`src/rtl/prio_req_scheduler_pkg.sv`:
```
// Shared constants and FSM encoding for the priority request scheduler.
// Imported by the scheduler top and its round-robin picker.
package prio_req_scheduler_pkg;

    localparam int DW  = 8;
    localparam int CW  = 3;
    localparam int NCH = 4;

    typedef enum logic [1:0] {
        ST_IDLE  = 2'd0,
        ST_SCAN  = 2'd1,
        ST_ISSUE = 2'd2
    } state_t;

endpackage

```
`src/rtl/prio_req_scheduler_rr_pick4.sv`:
```
// Combinational round-robin picker: first set bit of mask searching
// ptr+1, ptr+2, ptr+3, ptr (mod 4).
module rr_pick4
    import prio_req_scheduler_pkg::*;
(
    input  logic [NCH-1:0] mask,
    input  logic [1:0]     ptr,
    output logic [1:0]     ch,
    output logic           any_req
);

    logic [1:0] idx;

    // Walk from the farthest offset down so the nearest hit after ptr wins.
    always_comb begin
        ch      = ptr;
        idx     = ptr;
        any_req = |mask;
        for (int i = NCH; i >= 1; i--) begin
            idx = ptr + 2'(i);
            if (mask[idx]) begin
                ch = idx;
            end
        end
    end

endmodule

```
`src/rtl/prio_req_scheduler.sv`:
```
// Sequential front-end for the 4:1 priority-encoding mux: holds four request
// registers, scans them round-robin via S and issues (channel, bit) grants.
module prio_req_scheduler #(
    parameter int DW = 8,
    parameter int CW = 3
) (
    input  logic          clk,
    input  logic          rst_n,
    input  logic          wr_en,
    input  logic [1:0]    wr_ch,
    input  logic [DW-1:0] wr_data,
    output logic [DW-1:0] I0,
    output logic [DW-1:0] I1,
    output logic [DW-1:0] I2,
    output logic [DW-1:0] I3,
    output logic [1:0]    S,
    input  logic [CW-1:0] F,
    output logic          gnt_valid,
    output logic [1:0]    gnt_ch,
    output logic [CW-1:0] gnt_code,
    input  logic          gnt_ready,
    output logic          busy
);

    import prio_req_scheduler_pkg::*;

    state_t          state_q;
    state_t          state_d;
    logic [DW-1:0]   req_q [NCH];
    logic [DW-1:0]   req_d [NCH];
    logic [1:0]      ptr_q;
    logic [1:0]      ptr_d;
    logic [1:0]      s_d;
    logic            gnt_valid_d;
    logic [1:0]      gnt_ch_d;
    logic [CW-1:0]   gnt_code_d;
    logic            clr_en;
    logic [NCH-1:0]  nonempty;
    logic [1:0]      pick_ch;
    logic            any_req;

    always_comb begin
        nonempty = '0;
        for (int c = 0; c < NCH; c++) begin
            nonempty[c] = |req_q[c];
        end
    end

    rr_pick4 u_pick (
        .mask    (nonempty),
        .ptr     (ptr_q),
        .ch      (pick_ch),
        .any_req (any_req)
    );

    always_comb begin
        state_d     = state_q;
        ptr_d       = ptr_q;
        s_d         = S;
        gnt_valid_d = gnt_valid;
        gnt_ch_d    = gnt_ch;
        gnt_code_d  = gnt_code;
        clr_en      = 1'b0;
        case (state_q)
            ST_IDLE: begin
                if (any_req) begin
                    s_d     = pick_ch;
                    state_d = ST_SCAN;
                end
            end
            // S has had a full cycle to settle through the mux.
            ST_SCAN: begin
                gnt_code_d  = F;
                gnt_ch_d    = S;
                gnt_valid_d = 1'b1;
                state_d     = ST_ISSUE;
            end
            ST_ISSUE: begin
                if (gnt_valid && gnt_ready) begin
                    clr_en      = 1'b1;
                    gnt_valid_d = 1'b0;
                    ptr_d       = gnt_ch;
                    state_d     = ST_IDLE;
                end
            end
            default: begin
                state_d = ST_IDLE;
            end
        endcase
    end

    // Clear first, then OR the write, so a re-written granted bit stays set.
    always_comb begin
        for (int c = 0; c < NCH; c++) begin
            req_d[c] = req_q[c];
            if (clr_en && (gnt_ch == 2'(c))) begin
                req_d[c] = req_d[c] & ~(DW'(1) << gnt_code);
            end
            if (wr_en && (wr_ch == 2'(c))) begin
                req_d[c] = req_d[c] | wr_data;
            end
        end
    end

    always_ff @(posedge clk) begin
        if (!rst_n) begin
            state_q   <= ST_IDLE;
            ptr_q     <= 2'd3;
            S         <= 2'd0;
            gnt_valid <= 1'b0;
            gnt_ch    <= 2'd0;
            gnt_code  <= '0;
            for (int c = 0; c < NCH; c++) begin
                req_q[c] <= '0;
            end
        end else begin
            state_q   <= state_d;
            ptr_q     <= ptr_d;
            S         <= s_d;
            gnt_valid <= gnt_valid_d;
            gnt_ch    <= gnt_ch_d;
            gnt_code  <= gnt_code_d;
            for (int c = 0; c < NCH; c++) begin
                req_q[c] <= req_d[c];
            end
        end
    end

    assign I0   = req_q[0];
    assign I1   = req_q[1];
    assign I2   = req_q[2];
    assign I3   = req_q[3];
    assign busy = (state_q != ST_IDLE) || any_req;

endmodule

```
`config.mk`:
```
export PLATFORM = sky130hd
export DESIGN_NAME = prio_req_scheduler
export DESIGN_NICKNAME = d
export VERILOG_FILES = /design/src/rtl/prio_req_scheduler_pkg.sv /design/src/rtl/prio_req_scheduler_rr_pick4.sv /design/src/rtl/prio_req_scheduler.sv
export SDC_FILE = /design/constraint.sdc
export NUM_CORES = 1
export LEC_CHECK = 0
export ABC_AREA = 1
export CAP_MARGIN = 20
export CORE_ASPECT_RATIO = 1.75
export CORE_MARGIN = 5
export CORE_UTILIZATION = 35
export CTS_BUF_LIST = sky130_fd_sc_hd__clkbuf_16
export CTS_CLUSTER_DIAMETER = 200
export DETAILED_ROUTE_END_ITERATION = 10
export SYNTH_ARGS = -nofsm -noshare
export SYNTH_HDL_FRONTEND = slang
export SYNTH_HIERARCHICAL = 1
export SYNTH_SLANG_ARGS = --single-unit
```
`constraint.sdc`:
```
create_clock -name clk -period 3.6 [get_ports clk]
set_input_delay 0.72 -clock clk [delete_from_list [all_inputs] [get_ports clk]]
set_output_delay 0.72 -clock clk [all_outputs]
set_load 0.02 [all_outputs]
```
# Yosys cells after proc, flatten, opt, wreduce, memory -nomap -nowiden
# Memories as Yosys holds them, arrays and structs flattened.
# Cells that the tools add are included.
[totals]
wordCells = 91
reg_bits = 12
latch_bits = 0
memories = 1
input_bits = 17
ram_bits = 32
romBits = 0
out_inout_bits = 41
[mem_list]
columns = ["name", "words", "word_bits", "rd", "rd_clocked_by_memory_dff", "write_ports", "line", "rtl"]
rows = [
  ["req_q", 4, 8, 4, 0, 4, "prio_req_scheduler.sv:29", "logic [DW-1:0] req_q [NCH];"],
]
[classes]
n_lt_le_gt_ge = 3
reduce_logical = 24
n_addsub = 3
bitwise_logic = 13
n_eq_ne = 10
shifts = 1
mux = 30
n_div = 0
multipliers = 0
[ops]
columns = ["cell", "n"]
rows = [
  ["2-to-1 mux 8 bit", 12],
  ["bitwise AND 8 bit", 4],
  ["OR 8 bit", 4],
  ["OR reduction 32 bit", 1],
  ["OR reduction 8 bit", 4],
  ["equality test 2 bit (second input constant)", 5],
  ["2-to-1 mux 2 bit", 5],
  ["logical AND 1 bit", 9],
  ["< comparator 2 x 3 -> 1 bit (second input constant)", 3],
  ["2-to-1 mux 1 bit", 8],
  ["NOT 8 bit", 1],
  ["AND reduction 2 bit", 4],
  ["<< shifter 1 x 3 -> 8 bit (first input constant)", 1],
  ["binary-select mux 1 bit (select 2 bit)", 3],
  ["equality test 2 x 1 -> 1 bit (second input constant)", 3],
  ["zero test 2 bit", 3],
  ["case mux 2 bit (3 select lines)", 1],
  ["adder 2 bit (second input constant)", 2],
  ["inequality test 2 bit (second input constant)", 2],
  ["OR 1 bit", 4],
  ["nonzero test 2 bit", 2],
  ["adder 2 x 1 -> 2 bit (second input constant)", 1],
  ["case mux 1 bit (2 select lines)", 1],
  ["logical OR 1 bit", 1],
]

# Logic depth before layout (Yosys ltp)
[logic_depth]
word_depth = 8
mapped_depth = 13
depth_no_buf = 13

# By module
# Netlist, hierarchy kept.
[modules_own_cells]
columns = ["module", "cells_each", "instances", "seq_area_each_um2", "area_per_inst_um2"]
rows = [
  ["prio_req_scheduler", 256, 1, 880.8, 1889.3],
  ["rr_pick4", 43, 1, 0.0, 203.9],
]

# Worst setup path before layout
# OpenSTA, ideal clock, no wires.
[synth_path]
kind = "reg-to-output"
from = "mem req_q[3][6]"
to = "out busy"
path_buffers = 0
t_arrival_ns = 1.110
path_stages_with_launch = 7
required_ns = 2.880
path_slack_ns = 1.770
cell_sequence = "dfxtp_1 -> nor4_1 -> nand2_1 -> inv_1 -> nand4_1 -> inv_1 -> nand2_1"
[synth_lines]
columns = ["item", "line", "rtl"]
rows = [
  ["start, declared", "prio_req_scheduler.sv:29", ""],
  ["end, declared", "prio_req_scheduler.sv:22", "output logic busy"],
]

==> impl_metrics.ini <==
[layout]
area_growth_pct = 38.02
final_cells = 435
layout-drive-gt1-share = 0.07843
diodes = 0
fin_area_sq_um = 2889
final_util = 0.4953
nets = 373

[cts]
hold_buffers = 0
cts_max_path_buffers = 2
cts_resized = 0
cts_sinks = 44
clk_latency_ns = 0.29
htreeDepth = 2
root_buffer = clkbuf_16
clkTransAtPathRegs_ns = 0.06
cts_buffers = 5
cts_setup_buffers = 0
cts_tree = yes

[critical_path]
arrival_ns = 2.10
worstPathMaxFanout = 3
rr_worst_depth = 12
endpoint_kind = primary output
cp.required_ns = 2.88
reg2reg_slack_ns = 1.86
critical_path_class = reg -> out
start_kind = flip-flop

[logic_synthesis]
seq_area_frac_synth = 0.4208
synth_largest_type_area_fraction = 0.4208
ys_types = 22
synthesis.nets = 316
yosys_warnings = 6
ys.flop_type = dfxtp_1
synthTopCellsByCount = nand2_1, dfxtp_1, a21oi_1
async_flop_share = 0
ys_ff_latch = 44
synthMostInstantiatedCell = nand2_1
synth_cells = 299
avgSynthCellArea_sq_um = 7.001
synth_edf_count = 0
yosys-top-cells-area = dfxtp_1, nand2_1, a21oi_1
synth_area_sq_um = 2093
yosys.area.top_type = dfxtp_1

[place]
portBuffers = 57
place.gp.congestion = 0.9137
postPlaceCellArea_sq_um = 2726
place_inst = 427
place_hpwl_um = 5149
dp_slack_ns = 1.023

[floorplanning]
die_x_um = 68.46
die_area_sq_um = 7688
die_y_um = 112.3
core_sq_um = 5833
rows = 37
initial_utilization = 0.3589
ioPinCount = 58

[job]
drv_cap = 0

[power_and_ir_drop]
powerDensity_nw_per_um2 = 491.4
seqPwrFrac = 0.395
vdd_drop_max_mv = 0.2363
p_int_uw = 977.0
clkPwrFrac = 0.363
combPwrFrac = 0.242
p_switching_uw = 442.6
leakage_nw = 1.057
p_sw_frac = 0.3118

[run_status]
status = complete, no violations

[route]
drt-wirelength-per-cell_um = 15.27
dr.pass1.iters = 5
via_per_inst = 4.968
drtIter0Drc = 141
num_vias = 2161
route.detailed.drc = 0
wl_um = 6644
antenna_left = 0

[grt]
grt_start_max_net_pins = 38
gr-total-overflow = 0
antenna_found_initial = 0
grt_pass1_wl_um = 11020
grtUsageTotal = 0.1904
grt_pass1_vias = 2119

[sta]
timing.final.ws_setup_ns = 0.7801
finalHoldViolCount = 0
period_share = 0.7833
finalSetupViolCount = 0
max_slew_margin = 0.5635
period_minus_slack_ns = 2.820
tightest_slew_ns = 0.6537
fin_skew_ns = 0.004726
maxSlewViolCount = 0
max_freq_mhz = 354.6
tns_ns = 0
grt_setup_unrepaired = no

[hold_path]
hold-path-cell-count = 2
hp-class = reg -> reg
final timing paths:
kind | start | endpoint
hold reg to reg | req_q[1][6]$_SDFF_PN0_ | req_q[1][6]$_SDFF_PN0_
setup reg to reg | req_q[3][2]$_SDFF_PN0_ | S[0]$_SDFFE_PN0P_
hold / removal | req_q[1][6]$_SDFF_PN0_ | req_q[1][6]$_SDFF_PN0_
setup / recovery | req_q[3][2]$_SDFF_PN0_ | busy
critical path: stages (launching register included):
cell,delay (ns)
dfxtp_1,0.32
nor4_1,0.44
nand2_1,0.15
inv_1,0.10
nand4_1,0.14
inv_1,0.08
nand2_1,0.06
clkdlybuf4s50_1,0.53
layout by cell type (no fill, tap or decap):
cell             Yosys  layout
nand2_1             96      96
bufinv_16            1       2
clkdlybuf4s50_1      0      57
nand4_1              1       1
inv_1               13      13
or2_1                1       1
nor3_1               2       2
nand3_1             37      37
dfxtp_1             44      44
nor4_1               8       8
nor2_1              16      16
nand2_2              7       7
clkinv_1             0       2
clkbuf_16            0       5
a21oi_1             41      41
inv_2                7       7
buf_4                0       1
o211ai_1             1       1
o21ai_1             10      10
nor2_2               1       1
inv_6                1       1
nor3_4               4       4
cells by family (layout without fill, tap and decap cells):
| logic type | after synthesis | count (layout) | synth area share |
|---|---|---|---|
| AOI/OAI and AO/OA | 52 | 52 | 0.1255 |
| buffers and inverters | 30 | 88 | 0.07472 |
| DFF | 44 | 44 | 0.4208 |
| and+or+nand+nor | 173 | 173 | 0.3790 |
routing by layer:
layer / vias to the layer above / wire length, um / share of wire / global-route usage
met2: 73 / 3622 / 0.55 / 0.3312
met5: - / 0 / 0 / 0
met3: 14 / 257 / 0.039 / 0.03103
met4: 0 / 223 / 0.034 / 0.08632
met1: 971 / 2539 / 0.38 / 0.2171
li1: 1103 / - / - / -
final cells by class:
class                   count  area (sq um)
fillers                   627          2944
multi-input cells         225          1056
flip-flops and latches     44         880.8
repair buffers             58         578.1
clock buffers               5         125.1
inverters                  22         113.9
well taps                  78         97.59
clock inverters             3         37.54
metrics by stage:
step	hold WS, ns	power (mW)
3_5_place_dp	0.4702	0.9171
4_1_cts	0.4779	1.431
6_report	0.4759	1.420
3_3_place_gp	0.4628	0.9142
5_1_grt	0.5012	1.491
2_1_floorplan	0.4718	0.7686
power groups by stage:
stage,Clock (mW),Sequential [mW],Combinational (mW)
global placement,0,0.571,0.343
CTS,0.524,0.561,0.346
floorplan,0,0.603,0.166
finish,0.515,0.561,0.344
global route,0.544,0.566,0.381
detailed placement,0,0.572,0.345
registers in the layout (all words and copies together), names as in the netlist:
signal and flops:
gnt_ch 2, ptr_q 2, gnt_valid 1, state_q 2, gnt_code 3, req_q 32
S 2
No activity file was read; power rests on OpenSTA's default activity.
